`config.mk`:
```
export PLATFORM = sky130hd
export DESIGN_NAME = alu_iter_exec_flat
export DESIGN_NICKNAME = d
export VERILOG_FILES = /design/src/rtl/alu_iter_exec_if.sv /design/src/rtl/alu_iter_exec.sv /design/src/flat_wrapper.sv
export SDC_FILE = /design/constraint.sdc
export NUM_CORES = 1
export LEC_CHECK = 0
export ABC_AREA = 1
export BUFFER_PORTS_ARGS = -buffer_cell sky130_fd_sc_hd__clkbuf_2
export CELL_PAD_IN_SITES_DETAIL_PLACEMENT = 0
export CELL_PAD_IN_SITES_GLOBAL_PLACEMENT = 1
export CORE_MARGIN = 2
export CORE_UTILIZATION = 40
export DETAILED_ROUTE_END_ITERATION = 10
export PLACE_DENSITY_LB_ADDON = 0.25
export SLEW_MARGIN = 20
export SYNTH_ARGS = -nofsm -noshare
export SYNTH_HDL_FRONTEND = slang
export SYNTH_SLANG_ARGS = --single-unit
```
`constraint.sdc`:
```
create_clock -name clk -period 2 [get_ports clk]
set_input_delay 0.4 -clock clk [delete_from_list [all_inputs] [get_ports clk]]
set_output_delay 0.4 -clock clk [all_outputs]
set_load 0.02 [all_outputs]
```
`src/rtl/alu_iter_exec_if.sv`:
```
// Interface: alu_iter_exec_if
// Operand/result handshake bundle between the ALU decoder and the execute
// unit. The decoder side uses the master modport, the execute unit the
// slave modport.
interface alu_iter_exec_if #(
  parameter int WIDTH = 32
);

  logic             in_valid;
  logic             in_ready;
  logic [3:0]       in_aluop;
  logic [WIDTH-1:0] in_a;
  logic [WIDTH-1:0] in_b;
  logic             out_valid;
  logic             out_ready;
  logic [WIDTH-1:0] out_result;
  logic             out_illegal;

  // Producer of operations and consumer of results
  modport master (
    output in_valid,
    output in_aluop,
    output in_a,
    output in_b,
    output out_ready,
    input  in_ready,
    input  out_valid,
    input  out_result,
    input  out_illegal
  );

  // The execute unit itself
  modport slave (
    input  in_valid,
    input  in_aluop,
    input  in_a,
    input  in_b,
    input  out_ready,
    output in_ready,
    output out_valid,
    output out_result,
    output out_illegal
  );

endinterface

```
`src/rtl/alu_iter_exec.sv`:
```
// Module: alu_iter_exec
// Execute unit downstream of the ALU decoder. Add/sub, logic, compares and
// pass-B complete in one cycle; shifts walk an accumulator SHIFT_STEP bits
// per cycle so only a narrow shifter is needed instead of a full barrel.
// Every output is a register; in_ready is decoded from the state.
module alu_iter_exec #(
  parameter int WIDTH      = 32,
  parameter int SHIFT_STEP = 1
) (
  input logic            clk,
  input logic            rst_n,
  alu_iter_exec_if.slave bus
);

  localparam int SHAMT_W = $clog2(WIDTH);
  localparam logic [SHAMT_W-1:0] STEP_C = SHAMT_W'(SHIFT_STEP);

  typedef enum logic [3:0] {
    OP_ADD   = 4'd0,
    OP_SUB   = 4'd1,
    OP_AND   = 4'd2,
    OP_OR    = 4'd3,
    OP_XOR   = 4'd4,
    OP_SLT   = 4'd5,
    OP_SLTU  = 4'd6,
    OP_SLL   = 4'd7,
    OP_SRA   = 4'd8,
    OP_SRL   = 4'd9,
    OP_PASSB = 4'd10
  } aluop_e;

  typedef enum logic [1:0] {
    IDLE  = 2'd0,
    SHIFT = 2'd1,
    DONE  = 2'd2
  } state_e;

  state_e             state_q;
  logic [WIDTH-1:0]   acc_q;
  logic [WIDTH-1:0]   acc_d;
  logic [SHAMT_W-1:0] cnt_q;
  logic [SHAMT_W-1:0] cnt_d;
  logic [SHAMT_W-1:0] step_amt;
  logic [3:0]         op_q;
  logic               out_valid_q;
  logic [WIDTH-1:0]   result_q;
  logic               illegal_q;

  logic [SHAMT_W-1:0] shamt;
  logic [WIDTH-1:0]   alu_result;
  logic               op_is_shift;
  logic               op_is_illegal;

  assign shamt = bus.in_b[SHAMT_W-1:0];

  // Single-cycle result for the op presented at the input. Shifts with a
  // zero amount simply return operand A, so no barrel shifter is built here.
  always_comb begin
    alu_result    = '0;
    op_is_shift   = 1'b0;
    op_is_illegal = 1'b0;
    case (bus.in_aluop)
      OP_ADD:   alu_result = bus.in_a + bus.in_b;
      OP_SUB:   alu_result = bus.in_a - bus.in_b;
      OP_AND:   alu_result = bus.in_a & bus.in_b;
      OP_OR:    alu_result = bus.in_a | bus.in_b;
      OP_XOR:   alu_result = bus.in_a ^ bus.in_b;
      OP_SLT:   alu_result = {{(WIDTH-1){1'b0}}, ($signed(bus.in_a) < $signed(bus.in_b))};
      OP_SLTU:  alu_result = {{(WIDTH-1){1'b0}}, (bus.in_a < bus.in_b)};
      OP_SLL, OP_SRA, OP_SRL: begin
        alu_result  = bus.in_a;
        op_is_shift = 1'b1;
      end
      OP_PASSB: alu_result = bus.in_b;
      default:  op_is_illegal = 1'b1;
    endcase
  end

  // One iteration of the shift walk: move at most SHIFT_STEP bits, never
  // past the remaining count, so the final step can be a partial one.
  always_comb begin
    step_amt = (cnt_q < STEP_C) ? cnt_q : STEP_C;
    acc_d    = acc_q;
    case (op_q)
      OP_SLL:  acc_d = acc_q << step_amt;
      OP_SRL:  acc_d = acc_q >> step_amt;
      OP_SRA:  acc_d = $signed(acc_q) >>> step_amt;
      default: acc_d = acc_q;
    endcase
    cnt_d = cnt_q - step_amt;
  end

  // Control FSM with registered result/valid/illegal outputs. Inputs are
  // only sampled on accept in IDLE; a reset abandons any op in flight.
  always_ff @(posedge clk or negedge rst_n) begin
    if (!rst_n) begin
      state_q     <= IDLE;
      acc_q       <= '0;
      cnt_q       <= '0;
      op_q        <= '0;
      out_valid_q <= 1'b0;
      result_q    <= '0;
      illegal_q   <= 1'b0;
    end else begin
      case (state_q)
        IDLE: begin
          if (bus.in_valid) begin
            if (op_is_illegal) begin
              result_q    <= '0;
              illegal_q   <= 1'b1;
              out_valid_q <= 1'b1;
              state_q     <= DONE;
            end else if (op_is_shift && (shamt != '0)) begin
              illegal_q <= 1'b0;
              acc_q     <= bus.in_a;
              cnt_q     <= shamt;
              op_q      <= bus.in_aluop;
              state_q   <= SHIFT;
            end else begin
              illegal_q   <= 1'b0;
              result_q    <= alu_result;
              out_valid_q <= 1'b1;
              state_q     <= DONE;
            end
          end
        end
        SHIFT: begin
          acc_q <= acc_d;
          cnt_q <= cnt_d;
          if (cnt_d == '0) begin
            result_q    <= acc_d;
            out_valid_q <= 1'b1;
            state_q     <= DONE;
          end
        end
        DONE: begin
          if (bus.out_ready) begin
            out_valid_q <= 1'b0;
            state_q     <= IDLE;
          end
        end
        default: begin
          out_valid_q <= 1'b0;
          state_q     <= IDLE;
        end
      endcase
    end
  end

  assign bus.in_ready    = (state_q == IDLE);
  assign bus.out_valid   = out_valid_q;
  assign bus.out_result  = result_q;
  assign bus.out_illegal = illegal_q;

endmodule

```
`src/flat_wrapper.sv`:
```
// flat-port wrapper written by rule: the top's interface ports become plain ports
module alu_iter_exec_flat 
#(
  parameter int WIDTH      = 32,
  parameter int SHIFT_STEP = 1
)
  (clk, rst_n, bus_in_valid, bus_in_aluop, bus_in_a, bus_in_b, bus_out_ready, bus_in_ready, bus_out_valid, bus_out_result, bus_out_illegal);
  alu_iter_exec_if #(.WIDTH(WIDTH)) bus_i ();
  input logic clk;
  input logic rst_n;
  input wire logic [$bits(bus_i.in_valid)-1:0] bus_in_valid;
  input wire logic [$bits(bus_i.in_aluop)-1:0] bus_in_aluop;
  input wire logic [$bits(bus_i.in_a)-1:0] bus_in_a;
  input wire logic [$bits(bus_i.in_b)-1:0] bus_in_b;
  input wire logic [$bits(bus_i.out_ready)-1:0] bus_out_ready;
  output wire logic [$bits(bus_i.in_ready)-1:0] bus_in_ready;
  output wire logic [$bits(bus_i.out_valid)-1:0] bus_out_valid;
  output wire logic [$bits(bus_i.out_result)-1:0] bus_out_result;
  output wire logic [$bits(bus_i.out_illegal)-1:0] bus_out_illegal;
  assign bus_i.in_valid = bus_in_valid;
  assign bus_i.in_aluop = bus_in_aluop;
  assign bus_i.in_a = bus_in_a;
  assign bus_i.in_b = bus_in_b;
  assign bus_i.out_ready = bus_out_ready;
  assign bus_in_ready = bus_i.in_ready;
  assign bus_out_valid = bus_i.out_valid;
  assign bus_out_result = bus_i.out_result;
  assign bus_out_illegal = bus_i.out_illegal;
  alu_iter_exec #(.WIDTH(WIDTH), .SHIFT_STEP(SHIFT_STEP)) u_core (.clk(clk), .rst_n(rst_n), .bus(bus_i));
endmodule
```
==> results of run 1 <==
[final cells by class]
cell class / instances / area share [%]
Tap cell: 341 / 2.45
Sequential cell: 77 / 11.1
Inverter: 360 / 7.91
Clock inverter: 7 / 0.389
Clock buffer: 9 / 1.30
Timing Repair Buffer: 566 / 25.1
Multi-Input combinational cell: 1402 / 51.8
[worst max-delay path, delay by kind of cell]
| family | cells | cell delay (ns) |
|---|---|---|
| adders and majority gates | 2 | 0.50 |
| and+or+nand+nor | 9 | 0.83 |
| AOI/OAI and AO/OA | 1 | 0.15 |
| buffers and inverters | 4 | 0.42 |
[per-stage QoR]
step | hold WS, ns | utilization (%) | power, W | setup slack (ns)
3_5_place_dp | 0.363 | 56.1 | 0.0114 | -0.802
6_report | 0.272 | 64.5 | 0.0143 | -0.0481
4_1_cts | 0.263 | 61.1 | 0.0136 | -0.0278
2_1_floorplan | 0.104 | - | 0.00773 | 0.000127
5_1_grt | 0.311 | 64.5 | 0.0153 | -0.128
3_3_place_gp | 0.363 | 56.1 | 0.0113 | -0.785
[synthesized netlist by cell type, drive strengths merged]
cell type,n
a21boi,1
o211ai,31
nand3,173
nand2,583
inv,359
a221o,1
and3,3
ha,97
nor3b,1
nor3,20
o21ai,62
nor2,160
nor4,3
and2,3
clkbuf,47
a22oi,30
a31oi,10
a211oi,19
buf,30
o311ai,2
nand4,25
o21a,1
nand3b,3
dfrtp,77
o22ai,50
o41ai,1
clkinv,1
o2111ai,3
xor2,3
fa,2
o21bai,8
a21oi,96
a221oi,3
o221ai,7
a311oi,1
[layer usage]
layer,vias up,global-route usage (%),share of wire (%)
met5,-,0,0
met4,0,23.3,7.4
li1,7191,-,-
met3,176,4.15,6.0
met2,657,62.6,46
met1,6927,45.8,40
[repair_timing]
action                                  in CTS  in global routing
endpoints found under the hold margin       11                  0
cloned                                       0                  1
endpoints found under the setup margin      27                 32
resized for setup                          224                265
hold buffers                                 1                  0
pin swaps                                   42                 79
buffers inserted                            15                 12
[worst paths after layout]
check / start / end / slack (ns) / depth (start not counted)
setup / recovery: bus_in_b[0] / u_core.bus.out_result[24] / -0.05 / 16
hold / removal: bus_out_ready / u_core.state_q[1] / 0.27 / 2
setup reg to reg: u_core.cnt_q[3] / u_core.bus.out_result[29] / 0.04 / 14
hold reg to reg: u_core.bus.out_result[15] / u_core.bus.out_result[15] / 0.50 / 2
max in group asynchronous: rst_n / u_core.acc_q[23] / 0.82 / 3
min in group asynchronous: rst_n / u_core.state_q[1] / 0.52 / 2
[power breakdown]
group / switching (W) / leakage [nW] / total, W / internal [W]
clock network: 0.000801 / 0.140 / 0.00167 / 0.000872
logic: 0.00578 / 8.30 / 0.00968 / 0.00390
registers: 0.000571 / 0.906 / 0.00296 / 0.00239
total: 0.00715 / 9.35 / 0.0143 / 0.00717
[kinds of logic after synthesis]
| group | share of synthesized area (%) |
|---|---|
| flip-flops | 17.6 |
| AO/OA/AOI/OAI | 18.3 |
| buffers and inverters | 15.5 |
| adder cells (fa/ha/maj) | 11.4 |
| AND/OR/NAND/NOR | 36.9 |
| XOR/XNOR | 0.239 |
[layout by cell type, fill, tap and decap left out, drive strengths merged, types with 4 or more instances in the layout]
cell type	Yosys	layout
dfrtp	77	77
nor2	160	160
a22oi	30	30
nand4	25	25
o211ai	31	31
nand3	173	173
ha	97	97
clkinv	1	4
inv	359	361
o22ai	50	50
buf	30	463
o21bai	8	8
a21oi	96	96
o21ai	62	62
clkbuf	47	111
a31oi	10	10
nand2	583	583
a211oi	19	19
o221ai	7	7
nor3	20	20
[sequential cells by signal, indices dropped and copies added, names as in the netlist]
register / flops
u_core.op_q: 4
u_core.state_q: 2
u_core.bus.out_result: 32
u_core.bus.out_valid: 1
u_core.bus.out_illegal: 1
u_core.acc_q: 32
u_core.cnt_q: 5
==> results.ini, run 1 <==
[final_layout]
postLayoutCellArea_um2=17400
fin_cells=2762
register_area_um2=1930
drive_above_1_share_pct=40.5
multi_input_area_um2=9000
fin_nets=2587
area_delta_synth_final_pct=58.4
diodes=0
fillers=2604

[place]
routabilityCongestion=1.01
io_buffers=106
dp.cells=2719
dpl_cell_area_um2=15100
dpl.hpwl_um=43800

[clocking]
cts_tree=yes
htreeDepth=3
cts-root-buf=clkbuf_16
numClockSinks=77
cts_buffers=9
clock_latency_ns=0.34
cts.path.max_buffers=2
clkTransAtPathRegs_ns=0.08

[global_routing]
grtUsageTotal_pct=37.3
grt_max_degree=70
grt_pass1_wl_um=81800
grt_overflow=0
grt_pass1_vias=14600
antenna_found_initial=0

[timing]
setup_slack_ns=-0.0481
slew_violations=0
setup_viol=8
hold_viol=0
worst_slew_pin_slew_ns=0.614
tns_ns=-0.127
clock_skew_ns=0.0106
layout_min_cycle_time_ns=2.05
relSlewSlack_pct=58.8
rsz0062_at_grt=true
finalCritPeriodShare_pct=102
fmax_ghz=0.488

[worst_setup_path]
crit_path_max_incr_delay_ns=0.34
crit_path_start_kind=input pin
required_ns=2.27
worstSetupPathType=input pin to register
cp_cell_sequence=buf_8, buf_6, ha_4, fa_2, inv_2, nand2_2, nand3_4, nand2_4, nand2_4, buf_6, nand3_2, nand4_1, nand3_1, nand3_2, nand2_2, a21oi_2
path_max_fanout=3
crit_arrival_ns=2.32
worst_setup_path_end_kind=register
cp_slowest_cell=fa_2

[floorplanning]
die_x_um=170
die_height_um=170
rows=60
num_io_pins=107
die-area_um2=28800
initial_core_util_pct=40.7
coreArea_um2=27000

[drt]
totalWireLength_um=54400
drc=0
vias=15000
drtIter0Drc=1387
first_pass_iters=5
post_drt_wl_per_cell_um=19.7
vias_per_cell=5.41
ant_nets=0

[logic_synthesis]
ys_seq_elements=77
syn-cell-area_um2=11000
syn_nets=2087
seq_area_frac_synth_pct=17.6
yosysTopAreaCellShare_pct=19.9
ys_warn_count=0
synth_top_area_cell=nand2_1
synth_area_leaders=nand2_1, dfrtp_1, inv_1, ha_1, nand3_1
synth_cell_types=49
syn_area_per_cell_um2=5.73
netlist_instances=1916

[pwr]
ir_drop_mv=0.831
leakagePower_nw=9.35
p_per_area_nw_per_um2=824

[min_path]
min-delay-path-class=input pin to register

[flow_run]
maxCapViolCount=0

[status]
status=finished with violations
violations=setup timing

No activity file was read; power rests on OpenSTA's default activity.
==> run 2: changes to the inputs <==
CORE_MARGIN = 1.5   (was 2)
CORE_UTILIZATION = 30   (was 40)
==> run 2 against run 1 <==
Against the previous run: the run still ends with setup timing left; die area grew 31%; hold slack worse by 0.013 ns; sequential cell count stayed put; cell area rose by 2.7%; global-route usage fell by 8.5 points; sequential power increased by 2%; critical path depth shrank 2; non-clock buffer count up 2; register-to-register slack got worse by 0.05 ns; first-iteration DRC count shrank 26%; largest cell class unchanged.
==> results.ini, run 2 (synthesized netlist as in run 1, its figures left out) <==
[worst_setup_path]
crit_path_start_kind=input pin  ; unchanged
required_ns=2.28  ; was 2.27 ns
cp_top_family=simple AND/OR/NAND/NOR gates  ; unchanged
cp_slowest_cell=fa_2  ; unchanged
worstSetupPathType=input pin to register  ; unchanged
path_buf_inv=3  ; was 4
crit_arrival_ns=2.31  ; was 2.32 ns
crit_path_max_incr_delay_ns=0.39  ; was 0.34 ns
cp_cell_sequence=buf_8, ha_4, fa_2, nand3_4, nand3_4, buf_6, buf_4, nand4_1, nand3_1, nand2_1, nand3_1, nand3_2, nand2_2, a21oi_2  ; was buf_8, buf_6, ha_4, fa_2, inv_2, nand2_2, nand3_4, nand2_4, nand2_4, buf_6, nand3_2, nand4_1, nand3_1, nand3_2, nand2_2, a21oi_2
worst_setup_path_end_kind=register  ; unchanged
path_max_fanout=5  ; was 3

[timing]
clock_skew_ns=0.0108  ; was 0.0106 ns
rsz0062_at_grt=true  ; unchanged
hold_viol=0  ; unchanged
slew_violations=0  ; unchanged
worst_slew_pin_slew_ns=0.660  ; was 0.614 ns
fmax_ghz=0.493  ; was 0.488 GHz
finalCritPeriodShare_pct=101  ; was 102%
layout_min_cycle_time_ns=2.03  ; was 2.05 ns
relSlewSlack_pct=55.7  ; was 58.8%
setup_slack_ns=-0.0267  ; was -0.0481 ns
setup_viol=7  ; was 8

[clocking]
numClockSinks=77  ; unchanged
cts_tree=yes  ; unchanged
cts_buffers=9  ; unchanged
clock_latency_ns=0.35  ; was 0.34 ns
cts-root-buf=clkbuf_16  ; unchanged
htreeDepth=3  ; unchanged
clkTransAtPathRegs_ns=0.06  ; was 0.08 ns
cts.path.max_buffers=2  ; unchanged

[floorplanning]
die_x_um=194  ; was 170 µm
initial_core_util_pct=30.6  ; was 40.7%
die_height_um=194  ; was 170 µm
num_io_pins=107  ; unchanged
die-area_um2=37700  ; was 28,800 µm²
rows=69  ; was 60
coreArea_um2=35800  ; was 27,000 µm²

[drt]
totalWireLength_um=56600  ; was 54,400 µm
vias=14700  ; was 15,000
drc=0  ; unchanged
ant_nets=0  ; unchanged
post_drt_wl_per_cell_um=19.6  ; was 19.7 µm
first_pass_iters=5  ; unchanged
vias_per_cell=5.11  ; was 5.41
drtIter0Drc=1030  ; was 1,387

[global_routing]
grt_pass1_vias=14100  ; was 14,600
grt_overflow=0  ; unchanged
grtUsageTotal_pct=28.8  ; was 37.3%
antenna_found_initial=0  ; unchanged
grt_pass1_wl_um=83200  ; was 81,800 µm
grt_max_degree=45  ; was 70

[final_layout]
drive_above_1_share_pct=41.7  ; was 40.5%
fin_nets=2590  ; was 2,587
mostFrequentLayoutCells=nand2_1, buf_4, inv_1, nand3_1, nand2_2  ; was nand2_1, buf_4, inv_1, nand3_1, nor2_1
diodes=0  ; unchanged
area_delta_synth_final_pct=62.7  ; was 58.4%
final_common_cell=nand2_1  ; unchanged
fillers=3771  ; was 2,604

[place]
routabilityCongestion=0.972  ; was 1.01
dpl.hpwl_um=45600  ; was 43,800 µm
io_buffers=106  ; unchanged
dp_slack_ns=-0.718  ; was -0.802 ns

[min_path]
min-delay-path-class=input pin to register  ; unchanged

[status]
status=finished with violations  ; unchanged
violations=setup timing  ; unchanged

[pwr]
leakagePower_nw=9.43  ; was 9.35 nW
ir_drop_mv=0.646  ; was 0.831 mV
p_per_area_nw_per_um2=846  ; was 824 nW/µm²
power_w=0.0151  ; was 0.0143 W

[flow_run]
maxCapViolCount=0  ; unchanged

==> run 2: cell count changes in the layout (fill, tap and decap cells not counted), moves of 4 or more <==
| cell | change |
|---|---|
| o21ai_0 | -6 |
| inv_2 | -6 |
| clkbuf_16 | +4 |
| a21oi_1 | -6 |
| o21ai_1 | +9 |
| nand2_4 | +10 |
| a21oi_2 | +5 |
| nor2_4 | +13 |
| buf_2 | +4 |
| nor2_1 | -15 |
| nand2_1 | -13 |
| o21ai_2 | -4 |
| clkbuf_2 | -9 |
| inv_1 | +5 |
==> run 2: timing repair <==
action,CTS,global route
buffers inserted,6,32
endpoints found under the setup margin,30,60
resized for setup,208,371
hold buffers,1,0
pin swaps,35,123
endpoints found under the hold margin,25,0
cloned,0,6
==> run 2: stage by stage <==
| stage | TNS (ns) | instance area, µm² | hold WS [ns] | std cells | utilization [%] |
|---|---|---|---|---|---|
| detailed placement | -23.74 | 15200 | 0.367 | 2825 | 42.3 |
| CTS | -0.0513 | 16400 | 0.255 | 2848 | 45.6 |
| finish | -0.0675 | 17800 | 0.259 | 2885 | 49.8 |
| global placement | -22.56 | 15200 | 0.362 | 2825 | 42.3 |
| floorplan | 0 | 11000 | 0.104 | 1916 | - |
| global route | -2.43 | 17800 | 0.287 | 2885 | 49.8 |
==> run 2: path summary, 6_finish.rpt <==
kind / start / endpoint / slack (ns) / depth (start not counted)
setup / recovery: bus_in_b[0] / u_core.bus.out_result[20] / -0.03 / 14
hold / removal: bus_out_ready / u_core.state_q[1] / 0.26 / 2
setup reg to reg: u_core.cnt_q[4] / u_core.bus.out_result[21] / -0.01 / 13
hold reg to reg: u_core.bus.out_result[3] / u_core.bus.out_result[3] / 0.49 / 2
max in group asynchronous: rst_n / u_core.acc_q[20] / 0.86 / 3
min in group asynchronous: rst_n / u_core.acc_q[3] / 0.54 / 2
==> run 2: routing by layer <==
layer	vias up	track usage (%)	part of all wire (%)	wire (µm)
met4	0	12.9	4.7	2690
met3	104	2.40	4.2	2350
met2	475	49.6	48	27200
met1	6952	36.8	43	24300
met5	-	0	0	0
li1	7204	-	-	-
==> run 2: final cells by class <==
class	count	area [µm²]	area share, %
Sequential cell	77	1930	10.8
Tap cell	461	577	3.23
Timing Repair inverter	1	8.76	0.0491
Inverter	360	1380	7.74
Timing Repair Buffer	568	4470	25.0
Clock buffer	12	256	1.44
Clock inverter	4	22.5	0.126
Multi-Input combinational cell	1402	9210	51.6
==> run 2: power breakdown <==
group	internal, W	total, W	switching (W)	leakage [nW]
Sequential	0.00239	0.00302	0.000630	0.906
Combinational	0.00434	0.0105	0.00614	8.39
Clock	0.000903	0.00160	0.000696	0.138
Total	0.00764	0.0151	0.00746	9.43
==> run 3: changes to the inputs <==
PLACE_DENSITY = 0.71   (was default)
PLACE_DENSITY_LB_ADDON = default   (was 0.25)
==> run 3 against run 2 <==
Against the previous run: the run still ends with setup timing left; via count is 0.60% lower; global-route usage down 0.41 points; core utilization fell by 2.2 points; total power is 3.6% lower.
==> results.ini, run 3 (synthesized netlist as in run 1, its figures left out) <==
[worst_setup_path]
crit_path_max_incr_delay_ns=0.42  ; was 0.39 ns
crit_path_start_kind=input pin  ; unchanged
cp_top_family=simple AND/OR/NAND/NOR gates  ; unchanged
worst_setup_path_end_kind=register  ; unchanged
regToRegEndpoint=u_core.bus.out_result[19]  ; was u_core.bus.out_result[21]
rr_worst_depth=14  ; was 13
crit_arrival_ns=2.30  ; was 2.31 ns
rrSetupSlack_ns=0.04  ; was -0.01 ns
worstSetupPathType=input pin to register  ; unchanged
required_ns=2.28  ; about the same
cp_cell_sequence=buf_8, ha_4, fa_2, nand3_4, nand3_4, nand2_2, nand2_4, nand2_4, nand2_4, nand2_2, nand2_1, nand2_1, nand3_2, nand3_2, nand2_2, a21oi_2  ; was buf_8, ha_4, fa_2, nand3_4, nand3_4, buf_6, buf_4, nand4_1, nand3_1, nand2_1, nand3_1, nand3_2, nand2_2, a21oi_2
path_max_fanout=5  ; unchanged
path_buf_inv=1  ; was 3
reg2reg_from=u_core.cnt_q[1]  ; was u_core.cnt_q[4]
cp_slowest_cell=fa_2  ; unchanged

[place]
io_buffers=106  ; unchanged
dpl_cell_area_um2=15100  ; was 15,200 µm²
routabilityCongestion=0.991  ; was 0.972
dp_slack_ns=-0.681  ; was -0.718 ns
dpl.hpwl_um=44500  ; was 45,600 µm

[floorplanning]
coreArea_um2=35800  ; unchanged
die_x_um=194  ; unchanged
die-area_um2=37700  ; unchanged
initial_core_util_pct=30.6  ; unchanged
die_height_um=194  ; unchanged
num_io_pins=107  ; unchanged
rows=69  ; unchanged

[drt]
vias_per_cell=5.14  ; was 5.11
totalWireLength_um=55300  ; was 56,600 µm
ant_nets=0  ; unchanged
drc=0  ; unchanged
drtIter0Drc=999  ; was 1,030
first_pass_iters=5  ; unchanged
vias=14600  ; was 14,700
post_drt_wl_per_cell_um=19.4  ; was 19.6 µm

[flow_run]
maxCapViolCount=0  ; unchanged

[min_path]
hp-start=bus_out_ready  ; unchanged
holdPathEnd=u_core.state_q[1]  ; unchanged
hold_path_depth=2  ; unchanged
min-delay-path-class=input pin to register  ; unchanged

[timing]
setup_slack_ns=-0.0239  ; was -0.0267 ns
relSlewSlack_pct=64.2  ; was 55.7%
layout_min_cycle_time_ns=2.02  ; was 2.03 ns
rsz0062_at_grt=true  ; unchanged
fmax_ghz=0.494  ; was 0.493 GHz
slew_violations=0  ; unchanged
finalCritPeriodShare_pct=101  ; about the same
setup_viol=3  ; was 7
clock_skew_ns=0.0113  ; was 0.0108 ns
tns_ns=-0.0371  ; was -0.0675 ns
hold_viol=0  ; unchanged
worst_slew_pin_slew_ns=0.534  ; was 0.660 ns

[clocking]
cts_buffers=9  ; unchanged
cts_tree=yes  ; unchanged
cts-root-buf=clkbuf_16  ; unchanged
htreeDepth=3  ; unchanged
clock_latency_ns=0.34  ; was 0.35 ns
clkTransAtPathRegs_ns=0.07  ; was 0.06 ns
numClockSinks=77  ; unchanged
cts.path.max_buffers=2  ; unchanged

[global_routing]
grt_pass1_wl_um=82300  ; was 83,200 µm
antenna_found_initial=0  ; unchanged
grt_max_degree=70  ; was 45
grt_pass1_vias=14200  ; was 14,100
grt_overflow=0  ; unchanged
grtUsageTotal_pct=28.4  ; was 28.8%

[status]
violations=setup timing  ; unchanged
status=finished with violations  ; unchanged

[pwr]
p_per_area_nw_per_um2=853  ; was 846 nW/µm²
power_w=0.0146  ; was 0.0151 W
ir_drop_mv=0.675  ; was 0.646 mV
leakagePower_nw=9.11  ; was 9.43 nW

[final_layout]
mostFrequentLayoutCells=nand2_1, buf_4, inv_1, nand3_1, nor2_1  ; was nand2_1, buf_4, inv_1, nand3_1, nand2_2
fin_nets=2554  ; was 2,590
drive_above_1_share_pct=36.9  ; was 41.7%
diodes=0  ; unchanged
postLayoutCellArea_um2=17100  ; was 17,800 µm²
final_core_util_pct=47.6  ; was 49.8%
area_delta_synth_final_pct=55.5  ; was 62.7%
final_common_cell=nand2_1  ; unchanged

run 3: changes by cell type in the layout (fill, tap and decap cells not counted), sizes merged:
cell,previous run,this run
clkinv,5,3
buf,469,430
clkinvlp,1,0
clkbuf,110,111
inv,359,362
bufinv,0,2
run 3: layout make-up:
class	instances	area, µm²
Clock buffer	9	225
Multi-Input combinational cell	1402	8750
Fill cell	3794	18800
Tap cell	461	577
Clock inverter	7	106
Timing Repair Buffer	533	4120
Inverter	360	1360
Sequential cell	77	1930
run 3: stage by stage:
stage,hold WS (ns),instances
after floorplan,0.104,1916
after global placement,0.246,2809
after detailed placement,0.249,2809
after CTS,0.258,2832
after global routing,0.278,2849
final,0.263,2849
run 3: worst max-delay path by stage:
stage / startpoint / end / slack (ns) / cells after the start
CTS: bus_in_b[0] / u_core.bus.out_result[26] / -0.04 / 16
global route: bus_in_b[0] / u_core.bus.out_result[30] / -0.11 / 16
detailed placement: bus_in_b[4] / u_core.bus.out_result[17] / -0.68 / 15
floorplan: bus_in_b[23] / u_core.bus.out_result[31] / 0.0001 / 14
global placement: bus_in_a[21] / u_core.bus.out_result[31] / -0.73 / 15
finish: bus_in_b[0] / u_core.bus.out_result[30] / -0.02 / 16
run 3: where the power goes:
group | total [W] | leakage (nW) | switching [W] | internal [W]
logic | 0.00966 | 8.05 | 0.00571 | 0.00396
clock network | 0.00190 | 0.163 | 0.000779 | 0.00112
registers | 0.00300 | 0.906 | 0.000606 | 0.00239
run 3: timing repair:
action | CTS | global route
endpoints found under the hold margin | 8 | 0
gates resized for setup | 145 | 260
pin swaps | 17 | 61
endpoints found under the setup margin | 28 | 34
buffers inserted | 4 | 16
hold buffers | 1 | 0
gates cloned | 2 | 1
run 3: metal layers:
metal	vias to the layer above	GRT usage (%)	share of wire, %
li1	7106	-	-
met1	6897	36.2	43
met2	520	47.8	46
met3	124	3.15	4.9
met4	0	13.8	5.5
met5	-	0	0
